## src/rtl/merge_sched_if.sv

```systemverilog
// Handshake bundle between the merge sequencer and the FIFO and producer side.
// The master modport is the sequencer; the slave modport is its environment.
interface merge_sched_if #(
  parameter int unsigned IDX_W = 10
) ();

  logic             start;
  logic             abort;
  logic [IDX_W-1:0] field_count;
  logic             out_fifo_full;
  logic             out_fifo_clr;
  logic             out_fifo_push;
  logic             out_sel;
  logic             varint_enable;
  logic             raw_data_enable;
  logic [IDX_W-1:0] varint_out_index_q;
  logic [IDX_W-1:0] raw_data_out_index_q;
  logic             varint_data_valid;
  logic             raw_data_valid;
  logic             varint_data_accepted;
  logic             raw_data_accepted;
  logic             busy;
  logic             done;
  logic             error;
  logic [1:0]       err_code;
  logic [15:0]      stall_cycles;

  modport master (
    input  start,
    input  abort,
    input  field_count,
    input  out_fifo_full,
    input  varint_out_index_q,
    input  raw_data_out_index_q,
    input  varint_data_valid,
    input  raw_data_valid,
    output out_fifo_clr,
    output out_fifo_push,
    output out_sel,
    output varint_enable,
    output raw_data_enable,
    output varint_data_accepted,
    output raw_data_accepted,
    output busy,
    output done,
    output error,
    output err_code,
    output stall_cycles
  );

  modport slave (
    output start,
    output abort,
    output field_count,
    output out_fifo_full,
    output varint_out_index_q,
    output raw_data_out_index_q,
    output varint_data_valid,
    output raw_data_valid,
    input  out_fifo_clr,
    input  out_fifo_push,
    input  out_sel,
    input  varint_enable,
    input  raw_data_enable,
    input  varint_data_accepted,
    input  raw_data_accepted,
    input  busy,
    input  done,
    input  error,
    input  err_code,
    input  stall_cycles
  );

endinterface

```

## src/rtl/merge_sched.sv

```systemverilog
// Merge-stage sequencer: frames a message and pushes fields from the varint/raw producers in
// ascending index order. Define MERGE_SCHED_PERF_EN to build the stall_cycles counter.
module merge_sched #(
  parameter int unsigned IDX_W   = 10,
  parameter int unsigned TIMEOUT = 255
) (
  input logic           clk,
  input logic           reset,
  merge_sched_if.master bus
);

  typedef enum logic [2:0] {
    StIdle,
    StClear,
    StMatch,
    StPush,
    StDone,
    StErr
  } state_e;

  localparam logic [1:0]  ErrNone    = 2'd0;
  localparam logic [1:0]  ErrDup     = 2'd1;
  localparam logic [1:0]  ErrOrder   = 2'd2;
  localparam logic [1:0]  ErrTimeout = 2'd3;
  localparam logic [15:0] StallLast  = 16'(TIMEOUT - 1);

  state_e           state_q, state_d;
  logic [IDX_W-1:0] out_index_q, out_index_d;
  logic [IDX_W-1:0] count_q, count_d;
  logic [15:0]      stall_q, stall_d;
  logic             sel_q, sel_d;
  logic             error_q, error_d;
  logic [1:0]       code_q, code_d;

  logic clr_q, push_q, en_q, vacc_q, racc_q, busy_q, done_q;
  logic vhit, rhit, vlow, rlow;

  always_comb begin
    vhit = bus.varint_data_valid && (bus.varint_out_index_q == out_index_q);
    rhit = bus.raw_data_valid && (bus.raw_data_out_index_q == out_index_q);
    vlow = bus.varint_data_valid && (bus.varint_out_index_q < out_index_q);
    rlow = bus.raw_data_valid && (bus.raw_data_out_index_q < out_index_q);
  end

  always_comb begin
    state_d     = state_q;
    out_index_d = out_index_q;
    count_d     = count_q;
    stall_d     = stall_q;
    sel_d       = sel_q;
    error_d     = error_q;
    code_d      = code_q;

    if (bus.abort) begin
      state_d     = StIdle;
      out_index_d = '0;
      stall_d     = '0;
      error_d     = 1'b0;
      code_d      = ErrNone;
    end else begin
      unique case (state_q)
        StIdle, StDone, StErr: begin
          if (bus.start) begin
            state_d = StClear;
            count_d = bus.field_count;
            error_d = 1'b0;
            code_d  = ErrNone;
          end else if (state_q == StDone) begin
            state_d = StIdle;
          end
        end
        StClear: begin
          out_index_d = '0;
          stall_d     = '0;
          state_d     = (count_q == '0) ? StDone : StMatch;
        end
        StMatch: begin
          if (vhit || rhit) stall_d = '0;
          if (vhit && rhit) begin
            state_d = StErr;
            error_d = 1'b1;
            code_d  = ErrDup;
          end else if (vlow || rlow) begin
            state_d = StErr;
            error_d = 1'b1;
            code_d  = ErrOrder;
          end else if (bus.out_fifo_full) begin
            // Backpressure only waits; it never advances the timeout.
            state_d = StMatch;
          end else if (vhit) begin
            state_d = StPush;
            sel_d   = 1'b0;
          end else if (rhit) begin
            state_d = StPush;
            sel_d   = 1'b1;
          end else begin
            stall_d = stall_q + 16'd1;
            if (stall_q == StallLast) begin
              state_d = StErr;
              error_d = 1'b1;
              code_d  = ErrTimeout;
            end
          end
        end
        StPush: begin
          out_index_d = out_index_q + IDX_W'(1);
          state_d     = (out_index_d == count_q) ? StDone : StMatch;
        end
        default: state_d = StIdle;
      endcase
    end
  end

  // Outputs are flopped from the next state so every pulse lines up with its state.
  always_ff @(posedge clk or posedge reset) begin
    if (reset) begin
      state_q     <= StIdle;
      out_index_q <= '0;
      count_q     <= '0;
      stall_q     <= '0;
      sel_q       <= 1'b0;
      error_q     <= 1'b0;
      code_q      <= ErrNone;
      clr_q       <= 1'b0;
      push_q      <= 1'b0;
      en_q        <= 1'b0;
      vacc_q      <= 1'b0;
      racc_q      <= 1'b0;
      busy_q      <= 1'b0;
      done_q      <= 1'b0;
    end else begin
      state_q     <= state_d;
      out_index_q <= out_index_d;
      count_q     <= count_d;
      stall_q     <= stall_d;
      sel_q       <= sel_d;
      error_q     <= error_d;
      code_q      <= code_d;
      clr_q       <= (state_d == StClear);
      push_q      <= (state_d == StPush);
      en_q        <= (state_d == StMatch) || (state_d == StPush);
      vacc_q      <= (state_d == StPush) && !sel_d;
      racc_q      <= (state_d == StPush) && sel_d;
      busy_q      <= state_d inside {StClear, StMatch, StPush};
      done_q      <= (state_d == StDone);
    end
  end

  assign bus.out_fifo_clr         = clr_q;
  assign bus.out_fifo_push        = push_q;
  assign bus.out_sel              = sel_q;
  assign bus.varint_enable        = en_q;
  assign bus.raw_data_enable      = en_q;
  assign bus.varint_data_accepted = vacc_q;
  assign bus.raw_data_accepted    = racc_q;
  assign bus.busy                 = busy_q;
  assign bus.done                 = done_q;
  assign bus.error                = error_q;
  assign bus.err_code             = code_q;

`ifdef MERGE_SCHED_PERF_EN
  logic [15:0] perf_q, perf_d;

  always_comb begin
    perf_d = perf_q;
    if (bus.abort || (state_d == StClear)) begin
      perf_d = '0;
    end else if ((state_q == StMatch) && (bus.out_fifo_full || !(vhit || rhit)) &&
                 (perf_q != 16'hffff)) begin
      perf_d = perf_q + 16'd1;
    end
  end

  always_ff @(posedge clk or posedge reset) begin
    if (reset) perf_q <= '0;
    else       perf_q <= perf_d;
  end

  assign bus.stall_cycles = perf_q;
`else
  assign bus.stall_cycles = 16'd0;
`endif

endmodule

```

## src/flat_wrapper.sv

```systemverilog
// flat-port wrapper written by rule: the top's interface ports become plain ports
module merge_sched_flat 
#(
  parameter int unsigned IDX_W   = 10,
  parameter int unsigned TIMEOUT = 255
)
  (clk, reset, bus_start, bus_abort, bus_field_count, bus_out_fifo_full, bus_varint_out_index_q, bus_raw_data_out_index_q, bus_varint_data_valid, bus_raw_data_valid, bus_out_fifo_clr, bus_out_fifo_push, bus_out_sel, bus_varint_enable, bus_raw_data_enable, bus_varint_data_accepted, bus_raw_data_accepted, bus_busy, bus_done, bus_error, bus_err_code, bus_stall_cycles);
  merge_sched_if #(.IDX_W(IDX_W)) bus_i ();
  input logic clk;
  input logic reset;
  input wire logic [$bits(bus_i.start)-1:0] bus_start;
  input wire logic [$bits(bus_i.abort)-1:0] bus_abort;
  input wire logic [$bits(bus_i.field_count)-1:0] bus_field_count;
  input wire logic [$bits(bus_i.out_fifo_full)-1:0] bus_out_fifo_full;
  input wire logic [$bits(bus_i.varint_out_index_q)-1:0] bus_varint_out_index_q;
  input wire logic [$bits(bus_i.raw_data_out_index_q)-1:0] bus_raw_data_out_index_q;
  input wire logic [$bits(bus_i.varint_data_valid)-1:0] bus_varint_data_valid;
  input wire logic [$bits(bus_i.raw_data_valid)-1:0] bus_raw_data_valid;
  output wire logic [$bits(bus_i.out_fifo_clr)-1:0] bus_out_fifo_clr;
  output wire logic [$bits(bus_i.out_fifo_push)-1:0] bus_out_fifo_push;
  output wire logic [$bits(bus_i.out_sel)-1:0] bus_out_sel;
  output wire logic [$bits(bus_i.varint_enable)-1:0] bus_varint_enable;
  output wire logic [$bits(bus_i.raw_data_enable)-1:0] bus_raw_data_enable;
  output wire logic [$bits(bus_i.varint_data_accepted)-1:0] bus_varint_data_accepted;
  output wire logic [$bits(bus_i.raw_data_accepted)-1:0] bus_raw_data_accepted;
  output wire logic [$bits(bus_i.busy)-1:0] bus_busy;
  output wire logic [$bits(bus_i.done)-1:0] bus_done;
  output wire logic [$bits(bus_i.error)-1:0] bus_error;
  output wire logic [$bits(bus_i.err_code)-1:0] bus_err_code;
  output wire logic [$bits(bus_i.stall_cycles)-1:0] bus_stall_cycles;
  assign bus_i.start = bus_start;
  assign bus_i.abort = bus_abort;
  assign bus_i.field_count = bus_field_count;
  assign bus_i.out_fifo_full = bus_out_fifo_full;
  assign bus_i.varint_out_index_q = bus_varint_out_index_q;
  assign bus_i.raw_data_out_index_q = bus_raw_data_out_index_q;
  assign bus_i.varint_data_valid = bus_varint_data_valid;
  assign bus_i.raw_data_valid = bus_raw_data_valid;
  assign bus_out_fifo_clr = bus_i.out_fifo_clr;
  assign bus_out_fifo_push = bus_i.out_fifo_push;
  assign bus_out_sel = bus_i.out_sel;
  assign bus_varint_enable = bus_i.varint_enable;
  assign bus_raw_data_enable = bus_i.raw_data_enable;
  assign bus_varint_data_accepted = bus_i.varint_data_accepted;
  assign bus_raw_data_accepted = bus_i.raw_data_accepted;
  assign bus_busy = bus_i.busy;
  assign bus_done = bus_i.done;
  assign bus_error = bus_i.error;
  assign bus_err_code = bus_i.err_code;
  assign bus_stall_cycles = bus_i.stall_cycles;
  merge_sched #(.IDX_W(IDX_W), .TIMEOUT(TIMEOUT)) u_core (.clk(clk), .reset(reset), .bus(bus_i));
endmodule
```

## config.mk

```make
export PLATFORM = sky130hd
export DESIGN_NAME = merge_sched_flat
export DESIGN_NICKNAME = d
export VERILOG_FILES = /design/src/rtl/merge_sched_if.sv /design/src/rtl/merge_sched.sv /design/src/flat_wrapper.sv
export SDC_FILE = /design/constraint.sdc
export NUM_CORES = 1
export LEC_CHECK = 0
export ABC_AREA = 1
export ABC_CLOCK_PERIOD_IN_PS = 6000
export BUFFER_PORTS_ARGS = -buffer_cell sky130_fd_sc_hd__buf_4
export CORE_MARGIN = 3
export CORE_UTILIZATION = 40
export DETAILED_ROUTE_END_ITERATION = 10
export MAX_ROUTING_LAYER = met4
export PLACE_DENSITY_LB_ADDON = 0.2
export SLEW_MARGIN = 25
export SYNTH_ARGS = -nofsm -noshare
export SYNTH_HDL_FRONTEND = slang
export SYNTH_SLANG_ARGS = --single-unit
```

## constraint.sdc

```tcl
create_clock -name clk -period 6 [get_ports clk]
set_clock_uncertainty 0.15 [all_clocks]
set_input_delay 0.3 -clock clk [delete_from_list [all_inputs] [get_ports clk]]
set_output_delay 0.3 -clock clk [all_outputs]
set_load 0.005 [all_outputs]
```

==> results of run 1 <==
## flip-flops by register name (all words and copies together), names as in the netlist, 2 cells and up
| name | cells |
|---|---|
| u_core.state_q | 3 |
| u_core.stall_q | 16 |
| u_core.count_q | 10 |
| u_core.bus.err_code | 2 |
| u_core.out_index_q | 10 |
## Yosys cell counts (all sizes together)
cell | instances | share of area (%)
o22ai | 11 | 1.9
nand3b | 2 | 0.41
nor3b | 1 | 0.21
and2 | 1 | 0.17
nor2 | 53 | 7.8
conb | 1 | 0.10
nand4 | 11 | 1.9
ha | 23 | 7.9
nand3 | 40 | 5.9
a31oi | 2 | 0.34
clkbuf | 2 | 0.21
dfrtp | 50 | 34
buf | 19 | 3.8
o41ai | 1 | 0.24
o31ai | 3 | 0.62
nor4 | 1 | 0.17
a21oi | 15 | 2.3
inv | 76 | 7.9
nor3 | 10 | 2.0
nand2 | 146 | 16
xor2 | 2 | 0.48
mux2 | 1 | 0.31
o21ai | 34 | 4.7
o211ai | 3 | 0.62
## cell usage in the layout, fill, tap and decap left out, types with 6 or more instances in the layout
master	instances
nand2_2	6
dfrtp_1	50
nand4_1	11
nor2_1	38
o21ai_1	6
o22ai_1	11
nor2_2	9
buf_4	48
conb_1	16
inv_2	6
inv_1	68
ha_1	23
o21ai_0	28
nand3_1	37
nand2_1	137
nor3_1	7
a21oi_1	13
## where the power goes
part           switching [W]  internal, W  total (W)
Sequential         0.0000190     0.000364   0.000383
Clock               0.000115    0.0000826   0.000198
Combinational       0.000118    0.0000725   0.000191
## timing repair
action / in CTS / in global routing
hold endpoints to repair: 50 / 0
gates resized for setup: 0 / 0
hold buffers: 1 / 0
## cell families (layout without fill, tap and decap cells)
kind of cell | Yosys count | in the layout | share of synthesized area (%)
AO/OA/AOI/OAI | 69 | 69 | 10.6
other | 1 | 16 | 0.103
XOR/XNOR | 2 | 2 | 0.480
adder cells (fa/ha/maj) | 23 | 23 | 7.88
AND/OR/NAND/NOR | 265 | 265 | 34.5
multiplexers | 1 | 1 | 0.308
buffers and inverters | 97 | 133 | 11.8
flip-flops | 50 | 50 | 34.2
## worst max-delay path: stages (launching register included)
cell and delay [ps]:
dfrtp_1 420, inv_1 120, ha_1 310, nand2_1 100
nor2_2 170, nand2_1 70, nand3_1 80, nand2_1 70
nand2_2 80, nand2_2 110, nor2_8 190, nand2_4 90
nor2_4 130, nand3_1 90, nand3_1 90, o21ai_1 60
## metal layers
layer | GRT usage (%) | part of all wire, % | vias up
li1 | - | - | 1724
met1 | 25.9 | 51 | 1497
met2 | 25.7 | 42 | 112
met3 | 2.62 | 5.8 | 11
met4 | 3.78 | 1.1 | 0
met5 | - | 0 | -
## stage by stage
stage                     hold WS (ps)  power [W]  cell area (um^2)  std cells  util, %
after global routing              34.0   0.000824              4170        667     47.4
after detailed placement           299   0.000581              4070        658     46.2
after global placement             326   0.000578              4070        658     46.2
final                             44.5   0.000772              4170        667     47.4
after CTS                         38.0   0.000780              4160        667     47.3
after floorplan                    216   0.000522              3710        523        -
## final timing paths
path,from,end,depth (start not counted)
max in group asynchronous,reset,u_core.stall_q[15],3
setup reg to reg,u_core.out_index_q[5],u_core.stall_q[12],15
hold reg to reg,u_core.bus.error,u_core.bus.error,2
setup / recovery,u_core.out_index_q[5],u_core.stall_q[12],15
min in group asynchronous,reset,u_core.count_q[7],3
hold / removal,bus_field_count[7],u_core.count_q[7],3
## layout make-up
class                           instances  area share (%)
Clock inverter                          2           0.330
Inverter                               76            6.96
Clock buffer                            6            1.74
Sequential cell                        50            30.0
Timing Repair Buffer                   49            8.88
Tap cell                              108            3.24
Multi-Input combinational cell        376            48.8
==> results by group, run 1 <==
Global route
  – Global-route wire length before repair: 14400 um
  – Initial antenna violation count: 0
  – Vias in the first global route: 3038
  – Largest net degree at the start of global routing: 51
  – Grt total ovfl: 0
  – GR Util All Layers: 17.6%

Cells and area
  – Final-layout fill cell count: ~880
  – Area grow syn2layout: 14.1%
  – Nets: 618
  – Area taken by multi-input logic gates: 0.00204 mm^2
  – Reg area: between 0.001 and 0.0015 mm^2
  – Share of cells above drive strength 1: 17.2%
  – Antenna diode count: 0

Critical path
  – Worst Path Required: roughly 6000 ps
  – Setup crit start kind: flip-flop
  – Worst setup EP type: flip-flop
  – Reg2reg setup slack: 3560 ps
  – CP arrival: 2480 ps
  – WS Path Type: reg -> reg
  – Critical-path maximum fanout: 9

Power
  – P_leak: 2.06 nW
  – Pwr dens: 185 mW/mm^2
  – Peak supply drop: 0.0981 mV

CTS
  – Clk slew on worst S/H paths: ~100 ps
  – Clock buffer depth: 2
  – Root Buffer: clkbuf_8
  – TritonCTS buffer count: 5
  – Setup Fix Bufs, Post-CTS: 0
  – Clock sinks: 50
  – Worst-Skew Late Latency: 310 ps
  – CTS tree: yes
  – Htree depth: 2

Placement
  – Final HPWL DP: 6770 um
  – Pre-CTS setup slack: between 3000 and 4000 ps
  – Final GP Congestion: approximately 0.91
  – Port bufs: 48

Floorplanning
  – I/O pin total: 65
  – Die X: roughly 100 um
  – Rows: 34
  – Initial Util: 41.5%
  – CORE AREA: 0.00881 mm^2
  – Die area: 0.0103 mm^2
  – Die H: 102 um

Detailed routing
  – First-iteration detailed-routing DRC count: roughly 350
  – Post-DRT Antenna Nets: 0
  – Total number of vias: 3344
  – Avg WL per Cell: 12.8 um
  – Total Routed Length: 8570 um
  – DRT Pass-1 Iters: 5
  – DRC: 0
  – Vias/cell: 5.01

Synth
  – Syn avg cell area: 7.19 um^2
  – Netlist cell types: 36
  – Seq/Total Area, Yosys: 34.2%
  – Synth Register Bits: 50
  – Syn Inst Count: 508
  – Yosys warns: 0
  – Post-Synthesis Cell Area: ~0.0037 mm^2

Flow run
  – Max Cap Viol: 0

STA
  – Total Neg Setup Slack: 0 ps
  – Slew headroom: 57.8%
  – Max frequency: 409 MHz
  – Setup violators final: 0
  – Final hold viol count: 0
  – Final period util: 40.7%
  – Slew @ Worst Pin: 633 ps
  – RSZ-0062 raised after global routing: false
  – Slew Limit Fails: 0
  – Final Critical Period: 2440 ps
  – Final worst slack: 3560 ps

Outcome
  – Outcome: complete, no violations

Worst hold path
  – Tightest Hold Check Type: in -> reg
No activity file was read; power rests on OpenSTA's default activity.
==> run 2, diff against run 1 <==
Settings changed: ABC_CLOCK_PERIOD_IN_PS 6000 to 2300.
Clock period 6 ns to 2.3 ns, I/O delays scaled along.
==> run 2 against run 1 <==
Register-to-register slack got worse by 3500 ps; non-clock buffer count increased by 38; flip-flop and latch count unchanged; via count up 4.7%; cell count increased by 5.8%; sequential power rose to 2.6 times the previous value; global-route usage rose by 1.0 points; cell area rose by 13%; total power grew to 2.8 times the previous value; clock power rose to 2.9 times the previous value; hold slack better by 16 ps.
==> results by group, run 2 (synthesized netlist as in run 1, its figures left out) <==
Outcome
  – Outcome: complete, no violations

Critical path
  – Crit-path cells: inv_2, ha_4, nand2_4, nor2_4, nand2_1, nand3_1, nand2_1, nand2_2, nand2_4, buf_4, nor2_4, nand2_1, xor2_1, o21ai_1
  – CP bufs+invs: 2 (+1)
  – CP most frequent cell: nand2_1
  – Worst setup EP type: flip-flop
  – Critical-path maximum fanout: 5 (-4)
  – CP arrival: 2280 ps (-200 ps)
  – Crit path largest cell delay: 370 ps (-50 ps)
  – WS Path Type: reg -> reg
  – CP max-delay cell: dfrtp_1
  – Setup crit start kind: flip-flop
  – Cell family with most CP delay: simple AND/OR/NAND/NOR gates
  – Worst Path Required: 2350 ps (-3690 ps)

STA
  – Final period util: 96.8% (+56 points)
  – Final Critical Period: 2230 ps (-217 ps)
  – Final hold viol count: 0 (unchanged)
  – Slew @ Worst Pin: 662 ps (+29.3 ps)
  – Final worst slack: 73.4 ps (-3480 ps)
  – Slew headroom: 55.9% (-2.0 points)
  – RSZ-0062 raised after global routing: true
  – Max frequency: 449 MHz (+9.7%)
  – Setup violators final: 0 (unchanged)
  – Slew Limit Fails: 0 (unchanged)

CTS
  – Root Buffer: clkbuf_8
  – CTS tree: yes
  – Worst-Skew Late Latency: 310 ps (about the same)
  – Htree depth: 2 (unchanged)
  – TritonCTS buffer count: 5 (unchanged)
  – Clock buffer depth: 2 (unchanged)
  – Clk slew on worst S/H paths: 100 ps (about the same)
  – Clock sinks: 50 (unchanged)

Detailed routing
  – Total Routed Length: 9360 um (+9.2%)
  – Total number of vias: 3501 (+4.7%)
  – First-iteration detailed-routing DRC count: 183 (-47%)
  – Avg WL per Cell: 13.3 um (+3.2%)
  – Vias/cell: 4.96 (-1.1%)
  – DRC: 0 (unchanged)
  – Post-DRT Antenna Nets: 0 (unchanged)
  – DRT Pass-1 Iters: 5 (unchanged)

Global route
  – Met1 usage: 26.9% (+1.1 points)
  – Initial antenna violation count: 0 (unchanged)
  – Met3 Use GR: 2.27% (-0.34 points)
  – Global-route wire length before repair: 15000 um (+4.5%)
  – GR met2 Demand/Resource: 27.7% (+2.1 points)
  – GRT busiest layer: met2
  – Largest net degree at the start of global routing: 51 (unchanged)
  – Vias in the first global route: 3182 (+4.7%)
  – GR Util All Layers: 18.6% (+1.0 points)
  – Grt total ovfl: 0 (unchanged)

Power
  – Pwr dens: 457 mW/mm^2 (+150%)
  – P_leak: 2.27 nW (+10%)
  – Peak supply drop: 0.279 mV (+180%)
  – Total Power: 0.00216 W (+180%)

Worst hold path
  – Tightest Hold Check Type: in -> reg

Floorplanning
  – Die area: 0.0103 mm^2 (unchanged)
  – Die H: 102 um (unchanged)
  – Initial Util: 41.5% (unchanged)
  – CORE AREA: 0.00881 mm^2 (unchanged)
  – I/O pin total: 65 (unchanged)
  – Rows: 34 (unchanged)
  – Die X: 102 um (unchanged)

Placement
  – Placed Cells incl. Taps: 668 (+1.5%)
  – Final GP Congestion: 0.919 (+0.82%)
  – Pre-CTS setup slack: 9.31 ps (-3540 ps)
  – Final HPWL DP: 6940 um (+2.5%)
  – Port bufs: 48 (unchanged)

Cells and area
  – Antenna diode count: 0 (unchanged)
  – Post-layout util: 53.5% (+6.2 points)
  – Max reg flops: 16 (unchanged)
  – Commonest non-fill, non-tap cells in the layout: nand2_1 (130), buf_4 (74), inv_1 (56)
  – Area grow syn2layout: 29.0%
  – Share of cells above drive strength 1: 27.1% (+9.9 points)
  – Nets: 657 (+6.3%)
  – Cell Count, Final, Fillers Out: 706 (+5.8%)
  – Commonest non-fill, non-tap cell in the layout: nand2_1
  – Largest register by flop count: u_core.stall_q
  – Largest registers: u_core.stall_q x16, u_core.count_q x10, u_core.out_index_q x10

Flow run
  – Max Cap Viol: 0 (unchanged)
## run 2: layer usage
metal | vias up | wire, um
met5 | - | 0
met4 | 0 | 127
met3 | 12 | 482
met2 | 103 | 4010
met1 | 1589 | 4740
li1 | 1797 | -
## run 2: final timing paths
path	start	to	slack [ps]	cells after the start
setup / recovery	u_core.out_index_q[3]	u_core.stall_q[15]	70	14
setup reg to reg	u_core.out_index_q[3]	u_core.stall_q[15]	70	14
hold / removal	bus_out_fifo_full	u_core.bus.raw_data_accepted	60	4
min in group asynchronous	reset	u_core.count_q[7]	380	4
max in group asynchronous	reset	u_core.out_index_q[0]	1140	4
hold reg to reg	u_core.bus.error	u_core.bus.error	330	2
## run 2: cell type report
type                       count  area (um^2)
fill                         857         4090
timing repair buffer          87          687
clock buffer                   6         82.6
multi-input combinational    377         2250
inverter                      76          292
clock inverter                 2         16.3
tap                          108          135
sequential                    50         1250
## run 2: metrics by stage
| stage | cell area (um^2) | hold WS, ps | TNS [ps] |
|---|---|---|---|
| after global placement | 4140 | 173 | 0 |
| after global routing | 4710 | 81.7 | -335 |
| final | 4710 | 60.2 | 0 |
| after detailed placement | 4140 | 176 | 0 |
| after floorplan | 3710 | 31.4 | 0 |
| after CTS | 4360 | 87.0 | 0 |
## run 2: worst min-delay path, cell delays in order
cell and delay, ps:
buf_4 170, nor2_4 70, nand2_2 90, nor2_2 40
## run 2: what timing repair did
action / 4_1_cts / 5_1_grt
cloned: 0 / 1
pin swaps: 0 / 20
setup buffers: 0 / 17
gates resized for setup: 2 / 47
hold buffers: 12 / 0
setup endpoints to repair: 2 / 27
endpoints found under the hold margin: 62 / 0
## run 2: power by group
| part | switching [W] | total [W] | internal (W) |
|---|---|---|---|
| clock | 0.000328 | 0.000577 | 0.000249 |
| sequential | 0.0000489 | 0.000998 | 0.000949 |
| combinational | 0.000343 | 0.000581 | 0.000238 |
| total | 0.000719 | 0.00216 | 0.00144 |
==> run 3, diff against run 2 <==
Settings changed: ABC_AREA 1 to default, CAP_MARGIN from default to 20, CORE_UTILIZATION 40 to 56.
==> run 3 against run 2 <==
The run now ends with setup timing left; combinational power shrank 3%; flip-flop and latch count is the same; critical endpoint is now u_core.stall_q[9]; fmax shrank 13%; global-route usage grew 8.2 points; utilization grew 26 points; cell area grew 2.2%; synthesized area shrank 3.2%; sequential power is essentially flat; register-to-register slack lost 340 ps; cell count shrank 18%.
==> results by group, run 3 <==
Outcome
  – Failing checks: setup timing
  – Outcome: complete, but fails checks

Detailed routing
  – First-iteration detailed-routing DRC count: 213 (+16%)
  – Vias/cell: 5.96 (+20%)
  – DRT Pass-1 Iters: 5 (unchanged)
  – Total Routed Length: 9730 um (+4.0%)
  – Total number of vias: 3447 (-1.5%)
  – Post-DRT Antenna Nets: 0 (unchanged)
  – DRC: 0 (unchanged)
  – Avg WL per Cell: 16.8 um (+27%)

Critical path
  – CP arrival: 2650 ps (+370 ps)
  – Register-to-Register Path Depth: 10 (-4)
  – Reg2reg setup slack: -260 ps (-340 ps)
  – Worst R2R End: u_core.stall_q[9]
  – RR Startpoint: u_core.out_index_q[5]
  – Critical-path maximum fanout: 6 (+1)
  – Worst setup EP type: flip-flop
  – WS Path Type: reg -> reg
  – Worst Path Required: 2390 ps (+40 ps)
  – Crit path launch: u_core.out_index_q[5]
  – Setup crit start kind: flip-flop

Cells and area
  – Cell Count, Final, Fillers Out: 578 (-18%)
  – Antenna diode count: 0 (unchanged)
  – Commonest non-fill, non-tap cells in the layout: buf_4 (103), dfrtp_1 (50), nand2_1 (31)
  – Max reg flops: 16 (unchanged)
  – Final-layout fill cell count: 382 (-55%)
  – Nets: 563 (-14%)
  – Commonest non-fill, non-tap cell in the layout: buf_4
  – Share of cells above drive strength 1: 35.6% (+8.5 points)
  – Area grow syn2layout: 36.2%
  – Largest registers: u_core.stall_q x16, u_core.count_q x10, u_core.out_index_q x10
  – Largest register by flop count: u_core.stall_q

Power
  – Sw Ratio: 28.8% (-4.5 points)
  – Internal power: 0.00158 W (+10%)
  – Clock power share: 28.3% (+1.6 points)
  – Sequential group share of total power: 46.2% (about the same)
  – Net Sw Power: 0.000641 W (-11%)
  – Logic pwr share: 25.4% (-1.5 points)
  – Pwr dens: 462 mW/mm^2 (+0.93%)
  – P_leak: 2.16 nW (-4.8%)
  – Total Power: 0.00222 W (+3.2%)
  – Peak supply drop: 0.452 mV (+62%)

Synth
  – EDFF count, synth: 0 (unchanged)
  – Area share of the largest cell type after synthesis: 35.4% (+1.1 points)
  – Largest area contributor in the netlist: dfrtp_1
  – Async SR Flop Fraction: 100% (unchanged)
  – Syn Inst Count: 392 (-23%)
  – Seq/Total Area, Yosys: 35.4% (+1.1 points)
  – Synth Register Bits: 50 (unchanged)
  – Yosys warns: 0 (unchanged)
  – Count leader, synth: dfrtp_1
  – Main flop type after synthesis: dfrtp_1
  – Top post-synthesis cells by count: dfrtp_1 (50), nand2_1 (33), inv_1 (25), nor2_1 (24)
  – Post-Synthesis Cell Area: 0.00354 mm^2 (-3.2%)
  – Synth area leaders: dfrtp_1 (35%), ha_1 (8.1%), buf_4 (3.8%)
  – Syn avg cell area: 9.02 um^2 (+25%)
  – Netlist cell types: 59 (+64%)

Global route
  – GR met2 Demand/Resource: 47.4% (+20 points)
  – Met3 Use GR: 3.98% (+1.7 points)
  – Met1 usage: 32.7% (+5.8 points)
  – Largest net degree at the start of global routing: 21 (-59%)
  – Vias in the first global route: 3339 (+4.9%)
  – Global-route wire length before repair: 15300 um (+1.7%)
  – GRT busiest layer: met2
  – Initial antenna violation count: 0 (unchanged)
  – Grt total ovfl: 0 (unchanged)
  – GR Util All Layers: 26.8% (+8.2 points)

Placement
  – Final GP Congestion: 0.944 (+2.6%)
  – Final HPWL DP: 6860 um (-1.2%)
  – Placed Cells incl. Taps: 547 (-18%)
  – Port bufs: 48 (unchanged)

STA
  – Slew headroom: 54.8% (-1.0 points)
  – Slew @ Worst Pin: 677 ps (+14.9 ps)
  – Max frequency: 390 MHz (-13%)
  – Setup violators final: 27 (+27)
  – Final hold viol count: 0 (unchanged)
  – Final Critical Period: 2560 ps (+336 ps)
  – RSZ-0062 raised after global routing: true
  – Final period util: 111% (+15 points)
  – Total Neg Setup Slack: -5130 ps (-5130 ps)
  – Slew Limit Fails: 0 (unchanged)
  – Final worst slack: -262 ps (-336 ps)

CTS
  – CTS tree: yes
  – Htree depth: 2 (unchanged)
  – Clk slew on worst S/H paths: 90 ps (about the same)
  – Root Buffer: clkbuf_8
  – Clock sinks: 50 (unchanged)
  – TritonCTS buffer count: 5 (unchanged)
  – Clock buffer depth: 2 (unchanged)
  – Worst-Skew Late Latency: 300 ps (about the same)

Floorplanning
  – I/O pin total: 65 (unchanged)
  – Initial Util: 58.7% (+17 points)
  – CORE AREA: 0.00603 mm^2 (-32%)
  – Rows: 28 (-18%)
  – Die area: 0.00730 mm^2 (-29%)
  – Die X: 85.5 um (-16%)
  – Die H: 85.5 um (-16%)

Worst hold path
  – Min-Delay Path Depth: 4 (unchanged)
  – Hold path start: bus_abort
  – Hold endpoint: u_core.state_q[0]
  – Tightest Hold Check Type: in -> reg

Flow run
  – Max Cap Viol: 0 (unchanged)
run 3: changes by cell type after synthesis, sizes merged, moves of 10 or more:
| cell | delta |
|---|---|
| mux2 | +12 |
| nor2 | -28 |
| nand2 | -113 |
| nand3 | -17 |
| inv | -51 |
| o21ai | -11 |
| xnor2 | +10 |
run 3: kinds of logic (layout without fill, tap and decap cells):
family,Yosys count,in the layout,synth area share (%)
simple gates,146,147,22.1
compound gates,85,85,17.3
buf+inv,57,152,8.49
flops,50,50,35.4
fa+ha+maj,23,23,8.14
mux,17,17,5.27
xor+xnor,13,13,3.22
other cells,1,16,0.106
run 3: cell type report:
cell class / count / area (um^2) / share of cell area, %
Multi-Input combinational cell: 301 / 2310 / 47.9
Sequential cell: 50 / 1250 / 26.0
Timing Repair Buffer: 120 / 960 / 19.9
Inverter: 25 / 93.8 / 1.95
Tap cell: 75 / 93.8 / 1.95
Clock buffer: 6 / 82.6 / 1.71
Clock inverter: 1 / 30.0 / 0.623
run 3: power groups by stage:
| stage | combinational [W] | sequential, W | clock [W] |
|---|---|---|---|
| 2_1_floorplan | 0.000349 | 0.00102 | 0 |
| 3_3_place_gp | 0.000467 | 0.00104 | 0 |
| 5_1_grt | 0.000620 | 0.00104 | 0.000671 |
| 3_5_place_dp | 0.000487 | 0.00104 | 0 |
| 6_report | 0.000566 | 0.00103 | 0.000630 |
| 4_1_cts | 0.000530 | 0.00102 | 0.000638 |
run 3: what timing repair did:
| item | 4_1_cts | 5_1_grt |
|---|---|---|
| cloned | 1 | 0 |
| hold buffers | 11 | 0 |
| setup endpoints to repair | 25 | 27 |
| endpoints found under the hold margin | 28 | 0 |
| gates resized for setup | 20 | 25 |
| setup buffers | 6 | 6 |
| pin swaps | 5 | 12 |
run 3: through the flow:
step / hold slack [ps] / cell area (um^2) / setup slack [ps] / utilization, %
6_report: 49.5 / 4820 / -262 / 79.9
5_1_grt: 63.4 / 4820 / -317 / 79.9
4_1_cts: 6.35 / 4670 / -193 / 77.6
3_5_place_dp: 8.37 / 4280 / -230 / 71.0
3_3_place_gp: -6.25 / 4280 / -132 / 71.0
2_1_floorplan: 117 / 3670 / -136 / -
run 3: worst max-delay path by stage:
stage,end
after global routing,u_core.stall_q[3]
after detailed placement,u_core.bus.err_code[0]
after global placement,u_core.bus.error
after floorplan,u_core.bus.err_code[0]
final,u_core.stall_q[9]
after CTS,u_core.bus.done
run 3: per-layer routing:
metal | vias to the layer above | share of wire (%)
li1 | 1614 | -
met1 | 1649 | 40
met2 | 163 | 52
met3 | 21 | 6.2
met4 | 0 | 1.2
met5 | - | 0
run 3: worst max-delay path, cell delays in order, from the launching register on:
cell and delay [ps]:
dfrtp_1 390, inv_2 80, ha_4 270, nand4_1 140
o21bai_4 210, a31oi_4 270, buf_4 160, o221a_4 220
nand3_4 120, or4_1 410, nand3_1 80
